--- src/rtl/weight_bank_if.sv ---
// Request/response bundle for weight_bank.
//   master : drives read/write/update requests, observes w/w_valid/ready/err
//   slave  : the bank itself
// Signals:
//   is_read, w_layer_index, w_row_index          read request + address
//   w, w_valid                                   registered read data + valid pulse
//   is_write, write_layer_index, write_row_index, write_data
//   is_update, layer_index, row_index, dc_dw     gradient update request
//   ready                                        bank accepts requests
//   err                                          pulse on rejected out-of-range request
interface weight_bank_if #(
  parameter int DATA_SIZE = 16,
  parameter int SIZE      = 3
);
  logic                      is_read;
  logic [31:0]               w_layer_index;
  logic [31:0]               w_row_index;
  logic [DATA_SIZE*SIZE-1:0] w;
  logic                      w_valid;
  logic                      is_write;
  logic [31:0]               write_layer_index;
  logic [31:0]               write_row_index;
  logic [DATA_SIZE*SIZE-1:0] write_data;
  logic                      is_update;
  logic [31:0]               layer_index;
  logic [31:0]               row_index;
  logic [DATA_SIZE*SIZE-1:0] dc_dw;
  logic                      ready;
  logic                      err;

  modport master (
    output is_read, w_layer_index, w_row_index,
    output is_write, write_layer_index, write_row_index, write_data,
    output is_update, layer_index, row_index, dc_dw,
    input  w, w_valid, ready, err
  );

  modport slave (
    input  is_read, w_layer_index, w_row_index,
    input  is_write, write_layer_index, write_row_index, write_data,
    input  is_update, layer_index, row_index, dc_dw,
    output w, w_valid, ready, err
  );
endinterface

--- src/rtl/weight_bank.sv ---
// Layered weight storage with read, write and saturating gradient update.
// Ports:
//   clk    single clock, rising edge
//   reset  synchronous active-high reset
//   bus    weight_bank_if slave modport (requests in, read data/status out)
// After reset the bank clears one entry per cycle (INIT), then serves
// requests (RUN). Updates run through a two-stage pipeline:
// stage 1 captures address, old row and gradient; stage 2 writes back
// sat(old - (grad >>> SHIFT)) per element.
module weight_bank #(
  parameter int DATA_SIZE  = 16,
  parameter int SIZE       = 3,
  parameter int LAYER_SIZE = 5,
  parameter int ROW_COUNT  = 3,
  parameter int SHIFT      = 4
) (
  input  logic        clk,
  input  logic        reset,
  weight_bank_if.slave bus
);
  localparam int ROW_W   = DATA_SIZE * SIZE;
  localparam int ENTRIES = LAYER_SIZE * ROW_COUNT;
  localparam int AW      = (ENTRIES > 1) ? $clog2(ENTRIES) : 1;

  typedef enum logic {INIT, RUN} state_t;

  state_t              state_q, state_d;
  logic [AW-1:0]       clr_q, clr_d;
  logic                ready;

  logic [ROW_W-1:0]    mem_q [ENTRIES];

  logic [ROW_W-1:0]    w_q;
  logic                w_valid_q;
  logic                err_q;
  logic                s1_valid_q;
  logic [AW-1:0]       s1_addr_q;
  logic [ROW_W-1:0]    s1_old_q;
  logic [ROW_W-1:0]    s1_grad_q;

  logic                rd_in_range, wr_in_range, up_in_range;
  logic                rd_ok, wr_ok, up_ok, bad_req;
  logic [AW-1:0]       rd_addr, wr_addr, up_addr;
  logic                wb_en;
  logic [ROW_W-1:0]    wb_row;
  logic [ROW_W-1:0]    s1_old_d;

  function automatic logic in_range(input logic [31:0] l, input logic [31:0] r);
    return (l < 32'(LAYER_SIZE)) && (r < 32'(ROW_COUNT));
  endfunction

  function automatic logic [AW-1:0] flat(input logic [31:0] l, input logic [31:0] r);
    return AW'(l * 32'(ROW_COUNT) + r);
  endfunction

  function automatic logic [ROW_W-1:0] apply_grad(input logic [ROW_W-1:0] old_row,
                                                  input logic [ROW_W-1:0] grad_row);
    logic [ROW_W-1:0]            res;
    logic signed [DATA_SIZE-1:0] o, g, sh;
    logic [DATA_SIZE:0]          diff;
    res = '0;
    for (int unsigned k = 0; k < SIZE; k++) begin
      o    = old_row[k*DATA_SIZE +: DATA_SIZE];
      g    = grad_row[k*DATA_SIZE +: DATA_SIZE];
      sh   = g >>> SHIFT;
      // Sign-extend both operands by one bit; a differing top pair means overflow.
      diff = {o[DATA_SIZE-1], o} - {sh[DATA_SIZE-1], sh};
      if (diff[DATA_SIZE] != diff[DATA_SIZE-1])
        res[k*DATA_SIZE +: DATA_SIZE] = diff[DATA_SIZE] ? {1'b1, {(DATA_SIZE-1){1'b0}}}
                                                        : {1'b0, {(DATA_SIZE-1){1'b1}}};
      else
        res[k*DATA_SIZE +: DATA_SIZE] = diff[DATA_SIZE-1:0];
    end
    return res;
  endfunction

  // State register
  always_ff @(posedge clk) begin
    if (reset) begin
      state_q <= INIT;
      clr_q   <= '0;
    end else begin
      state_q <= state_d;
      clr_q   <= clr_d;
    end
  end

  // Next state / ready
  always_comb begin
    state_d = state_q;
    clr_d   = clr_q;
    ready   = 1'b0;
    case (state_q)
      INIT: begin
        clr_d = clr_q + AW'(1);
        if (clr_q == AW'(ENTRIES - 1)) begin
          state_d = RUN;
          clr_d   = '0;
        end
      end
      RUN: ready = 1'b1;
      default: state_d = INIT;
    endcase
  end

  // Request decode, hazard resolution
  always_comb begin
    rd_in_range = in_range(bus.w_layer_index, bus.w_row_index);
    wr_in_range = in_range(bus.write_layer_index, bus.write_row_index);
    up_in_range = in_range(bus.layer_index, bus.row_index);
    rd_addr     = flat(bus.w_layer_index, bus.w_row_index);
    wr_addr     = flat(bus.write_layer_index, bus.write_row_index);
    up_addr     = flat(bus.layer_index, bus.row_index);

    rd_ok   = ready && bus.is_read  && rd_in_range;
    wr_ok   = ready && bus.is_write && wr_in_range;
    // A write to the same entry in the same cycle supersedes the update.
    up_ok   = ready && bus.is_update && up_in_range && !(wr_ok && (wr_addr == up_addr));
    bad_req = ready && ((bus.is_read   && !rd_in_range) ||
                        (bus.is_write  && !wr_in_range) ||
                        (bus.is_update && !up_in_range));

    wb_row  = apply_grad(s1_old_q, s1_grad_q);
    // A write landing on the writeback's entry at the same edge wins.
    wb_en   = s1_valid_q && !(wr_ok && (wr_addr == s1_addr_q));

    // Forward the in-flight result so back-to-back updates accumulate.
    s1_old_d = (s1_valid_q && (s1_addr_q == up_addr)) ? wb_row : mem_q[up_addr];
  end

  // Storage: no reset, INIT clears it one entry per cycle
  always_ff @(posedge clk) begin
    if (!reset) begin
      if (state_q == INIT) begin
        mem_q[clr_q] <= '0;
      end else begin
        if (wb_en) mem_q[s1_addr_q] <= wb_row;
        if (wr_ok) mem_q[wr_addr]   <= bus.write_data;
      end
    end
  end

  // Read port, error pulse and update stage 1
  always_ff @(posedge clk) begin
    if (reset) begin
      w_q        <= '0;
      w_valid_q  <= 1'b0;
      err_q      <= 1'b0;
      s1_valid_q <= 1'b0;
      s1_addr_q  <= '0;
      s1_old_q   <= '0;
      s1_grad_q  <= '0;
    end else begin
      w_valid_q  <= rd_ok;
      if (rd_ok) w_q <= mem_q[rd_addr];
      err_q      <= bad_req;
      s1_valid_q <= up_ok;
      if (up_ok) begin
        s1_addr_q <= up_addr;
        s1_old_q  <= s1_old_d;
        s1_grad_q <= bus.dc_dw;
      end
    end
  end

  assign bus.w       = w_q;
  assign bus.w_valid = w_valid_q;
  assign bus.ready   = ready;
  assign bus.err     = err_q;
endmodule
--- src/flat_wrapper.sv ---
// flat-port wrapper written by rule: the top's interface ports become plain ports
module weight_bank_flat 
#(
  parameter int DATA_SIZE  = 16,
  parameter int SIZE       = 3,
  parameter int LAYER_SIZE = 5,
  parameter int ROW_COUNT  = 3,
  parameter int SHIFT      = 4
)
  (clk, reset, bus_is_read, bus_w_layer_index, bus_w_row_index, bus_is_write, bus_write_layer_index, bus_write_row_index, bus_write_data, bus_is_update, bus_layer_index, bus_row_index, bus_dc_dw, bus_w, bus_w_valid, bus_ready, bus_err);
  weight_bank_if #(.DATA_SIZE(DATA_SIZE), .SIZE(SIZE)) bus_i ();
  input  logic clk;
  input  logic reset;
  input wire logic [$bits(bus_i.is_read)-1:0] bus_is_read;
  input wire logic [$bits(bus_i.w_layer_index)-1:0] bus_w_layer_index;
  input wire logic [$bits(bus_i.w_row_index)-1:0] bus_w_row_index;
  input wire logic [$bits(bus_i.is_write)-1:0] bus_is_write;
  input wire logic [$bits(bus_i.write_layer_index)-1:0] bus_write_layer_index;
  input wire logic [$bits(bus_i.write_row_index)-1:0] bus_write_row_index;
  input wire logic [$bits(bus_i.write_data)-1:0] bus_write_data;
  input wire logic [$bits(bus_i.is_update)-1:0] bus_is_update;
  input wire logic [$bits(bus_i.layer_index)-1:0] bus_layer_index;
  input wire logic [$bits(bus_i.row_index)-1:0] bus_row_index;
  input wire logic [$bits(bus_i.dc_dw)-1:0] bus_dc_dw;
  output wire logic [$bits(bus_i.w)-1:0] bus_w;
  output wire logic [$bits(bus_i.w_valid)-1:0] bus_w_valid;
  output wire logic [$bits(bus_i.ready)-1:0] bus_ready;
  output wire logic [$bits(bus_i.err)-1:0] bus_err;
  assign bus_i.is_read = bus_is_read;
  assign bus_i.w_layer_index = bus_w_layer_index;
  assign bus_i.w_row_index = bus_w_row_index;
  assign bus_i.is_write = bus_is_write;
  assign bus_i.write_layer_index = bus_write_layer_index;
  assign bus_i.write_row_index = bus_write_row_index;
  assign bus_i.write_data = bus_write_data;
  assign bus_i.is_update = bus_is_update;
  assign bus_i.layer_index = bus_layer_index;
  assign bus_i.row_index = bus_row_index;
  assign bus_i.dc_dw = bus_dc_dw;
  assign bus_w = bus_i.w;
  assign bus_w_valid = bus_i.w_valid;
  assign bus_ready = bus_i.ready;
  assign bus_err = bus_i.err;
  weight_bank #(.DATA_SIZE(DATA_SIZE), .SIZE(SIZE), .LAYER_SIZE(LAYER_SIZE), .ROW_COUNT(ROW_COUNT), .SHIFT(SHIFT)) u_core (.clk(clk), .reset(reset), .bus(bus_i));
endmodule
--- config.mk ---
export PLATFORM = sky130hd
export DESIGN_NAME = weight_bank_flat
export DESIGN_NICKNAME = d
export VERILOG_FILES = /design/src/rtl/weight_bank_if.sv /design/src/rtl/weight_bank.sv /design/src/flat_wrapper.sv
export SDC_FILE = /design/constraint.sdc
export NUM_CORES = 2
export LEC_CHECK = 0
export BUFFER_PORTS_ARGS = -buffer_cell sky130_fd_sc_hd__buf_2
export CAP_MARGIN = 20
export CORE_ASPECT_RATIO = 0.75
export CORE_MARGIN = 3
export CORE_UTILIZATION = 33
export CTS_BUF_LIST = sky130_fd_sc_hd__clkbuf_16
export CTS_CLUSTER_SIZE = 8
export DETAILED_ROUTE_END_ITERATION = 6
export PLACE_DENSITY_LB_ADDON = 0.05
export SYNTH_ARGS = -nofsm -noshare
export SYNTH_HDL_FRONTEND = slang
export SYNTH_SLANG_ARGS = --single-unit
export TNS_END_PERCENT = 10
--- constraint.sdc ---
create_clock -name clk -period 9.45 [get_ports clk]
set_clock_uncertainty 0.2 [all_clocks]
set_input_delay 1.89 -clock clk [delete_from_list [all_inputs] [get_ports clk]]
set_output_delay 1.89 -clock clk [all_outputs]
set_load 0.01 [all_outputs]
==> results.md <==
- The maximum number of pins on one net before global-route repair is 127.
- The synthesized area divided by synthesized cell count is 10.9 um2.
- The number of nets handed over by synthesis was 4,991.
- The netlist area before placement is 50,300 um2.
- For the worst setup path, the data required time is 9630 ps.
- The worst setup path is captured at a register.
- The CTS buffer count is 119.
- The timing-limited maximum frequency is 148 MHz.
- The design draws 10.3 mW.
- The most common library cell in the layout ignoring fill and taps is nand2_1.
- After filler insertion, the fill cell instance count of the layout stands at 14,600.
- Buffers inserted to repair hold after CTS numbered 0.
- The root buffer cell chosen for the clock tree is clkbuf_16.
- The number of cells on the worst reg-to-reg path is 12.
- Clock-pin slew was measured on the worst setup and hold paths at 50 ps.
- The die width is 457 um.
- The synthesized instance count is 4,622.
- In this run the post-CTS setup repair buffer count came out at 0.
- The number of global-route vias before repair was 37,200.
- During synthesis, Yosys emitted a total of 0 warnings.
- The layout-stage area growth over the synthesis result is 14.6%.
- STA puts the critical path data arrival time at 6950 ps.
- The instance count along the most critical hold path is 2.
- The CTS tree is yes.
- The post-detailed-route via-to-cell ratio is 5.66.
- For this run, the detailed router's first-pass iteration total came to 5.
- The number of failing setup endpoints in the final timing report is 0.
- The number of gates resized after CTS was 0.
- After detailed routing, the number of remaining DRC violations is 0.
- The max-cap violation count is 0.
- The final route contains 38,700 vias.
- Dividing the detail-routed wire length by the instance count gives 29.4 um.
- Of the available clock period, the critical path in the final layout requires 0.716.
- For this block, the routed nets add up to 201,000 um of wire.
- The most common flop cell mapped by yosys is edfxtp_1.
- The largest driver fanout on the critical path is 38.
- After floorplanning, the core was sized to cover 151,000 um2.
- The number of violations reported at the end of detailed-routing iteration 0 is 4,407.
- In the post-route analysis, the smallest setup slack over all paths is 2680 ps.
- The initial antenna violation count is 23.
- The insertion delay of the later-clocked pin in the worst-skew pair is 760 ps.
- The critical path startpoint category is a primary input.
- The final setup TNS is 0 ps.
- The count of cell types in the netlist is 80.
- The critical path is of the primary input to register type.
- The global-route congestion overflow total is 0.
- The run finished with clean final reports.
- The die covers 157,000 um2.
- The final count of hold timing violations is 0.
- The worst voltage drop across the vdd grid is 0.171 mV.
- The headroom to the max-slew limit is 0.230.
- During placement, the flow inserted port buffers numbering 331.
- The clock period could shrink to 6770 ps.
- The residual antenna-violating net count after detailed routing is 0.
- The height of the die is 344 um.
- The transition time at the pin with the least slew margin is 1160 ps.
- The placer congestion estimate is 0.801.
- The starting density of the core is 0.334.
- The number of max-slew violations in the final report came to 0.
- The HPWL after detailed placement is 117,000 um.
- The wire length of the first global-routing pass is 285,000 um.
- The library cells used most frequently in the layout, excluding fill and tap cells, are nand2_1, o21ai_0, edfxtp_1, mux4_2, buf_2.
- The share of flip-flops with an asynchronous set or reset is 0.
- The path class of the lowest-slack min-delay path is register to register.
- The number of top-level pins is 344.
- Synthesis inferred 864 register bits.
- For this design the static power due to leakage is 18.7 nW.
- Setup repair after global routing left no endpoint under its margin.
- Final hold analysis gives a worst-case slack of 252 ps.
- In the final layout, the share of cells above drive strength 1 is 0.210.
- Yosys attributes the largest share of cell area to edfxtp_1, mux4_2, o21ai_0.
- The share of synthesized area in the top cell type comes to 0.430.
- The net count of the finished layout is 5,081.
- The pre-CTS setup slack is 1960 ps.
- After floorplanning, the core was divided into 123 placement rows.
- The areal power density over the cells is 179 nW/um2.
- Counting flops with a built-in enable in the synthesized netlist gives 720.
- The dominant cell type by area after synthesis is edfxtp_1.
- The proportion of synthesized chip area in sequential cells is 0.487.
- The H-tree generated during clock tree synthesis spans 3 levels.
- The TritonCTS sink count is 864.
- For this run, the total global-route usage over all layers was measured as 0.252.
- The clock passes through at most 3 buffers.
stage by stage:
| step | area [um2] | instances | util |
|---|---|---|---|
| floorplan | 50300 | 4622 | - |
| global placement | 54100 | 6585 | 0.359 |
| detailed placement | 54100 | 6586 | 0.359 |
| CTS | 57600 | 6810 | 0.382 |
| global route | 57600 | 6820 | 0.382 |
| finish | 57600 | 6828 | 0.383 |
critical path: stages:
cell and delay, ps:
buf_2 110, fa_1 540, ha_1 150, inv_1 50, fa_1 400, xnor2_2 160, xnor2_2 470, mux2_4 390
a21oi_4 670, mux2i_4 550, nand2b_1 340, o21bai_4 700, buf_12 450
where the power goes:
| group | switching (mW) | leakage (nW) | internal [mW] |
|---|---|---|---|
| Combinational | 1.27 | 9.56 | 0.827 |
| Sequential | 0.0194 | 7.09 | 4.12 |
| Clock | 1.79 | 2.03 | 2.28 |
cells by family (layout without fill, tap and decap cells):
| kind of cell | count (synthesis) | in the layout | synth area share |
|---|---|---|---|
| AND/OR/NAND/NOR | 1348 | 1348 | 0.114 |
| adder cells (fa/ha/maj) | 76 | 76 | 0.0207 |
| buffers and inverters | 548 | 741 | 0.0422 |
| multiplexers | 485 | 485 | 0.186 |
| AO/OA/AOI/OAI | 1245 | 1245 | 0.139 |
| flip-flops | 864 | 864 | 0.487 |
| XOR/XNOR | 56 | 56 | 0.0103 |
| other | 0 | 13 | 0 |
layout make-up:
type | instances | area, um2 | area share
inverters | 71 | 267 | 0.00462
multi-input cells | 3210 | 24100 | 0.418
flip-flops and latches | 864 | 24500 | 0.425
well taps | 2000 | 2500 | 0.0434
clock inverters | 105 | 483 | 0.00838
diodes | 13 | 32.5 | 0.000564
repair buffers | 446 | 2790 | 0.0484
clock buffers | 119 | 2980 | 0.0517
cells in the mapped netlist, drive strengths merged (31+ instances only):
cell,count
o311ai,32
nor4,45
dfxtp,144
buf,96
nor2,106
inv,71
edfxtp,720
ha,64
o31ai,50
a21oi,159
clkbuf,381
nand3b,31
mux2i,125
o21ai,859
mux4,358
nand2,1003
sequential cells by signal, summed over array words and instances (netlist names):
register and flops:
u_core.bus.err 1, u_core.bus.w 48, u_core.bus.w_valid 1, u_core.clr_q 4, u_core.mem_q 720, u_core.s1_addr_q 4
u_core.s1_grad_q 36, u_core.s1_old_q 48, u_core.s1_valid_q 1, u_core.state_q 1
routing by layer:
layer,wire length (um),global-route usage
met3,17600,0.0662
met2,85900,0.373
met5,27,0
met1,93400,0.370
met4,3980,0.0532
path summary, 6_finish.rpt:
check                                       startpoint                   to  slack (ps)
worst max-delay path            bus_write_row_index[1]  u_core.mem_q[1][15]        2680
worst min-delay path                  u_core.bus.w[23]     u_core.bus.w[23]         250
worst max register to register    u_core.s1_grad_q[36]  u_core.s1_old_q[45]        4010
worst min register to register        u_core.bus.w[23]     u_core.bus.w[23]         250
No activity file was read; power rests on OpenSTA's default activity.
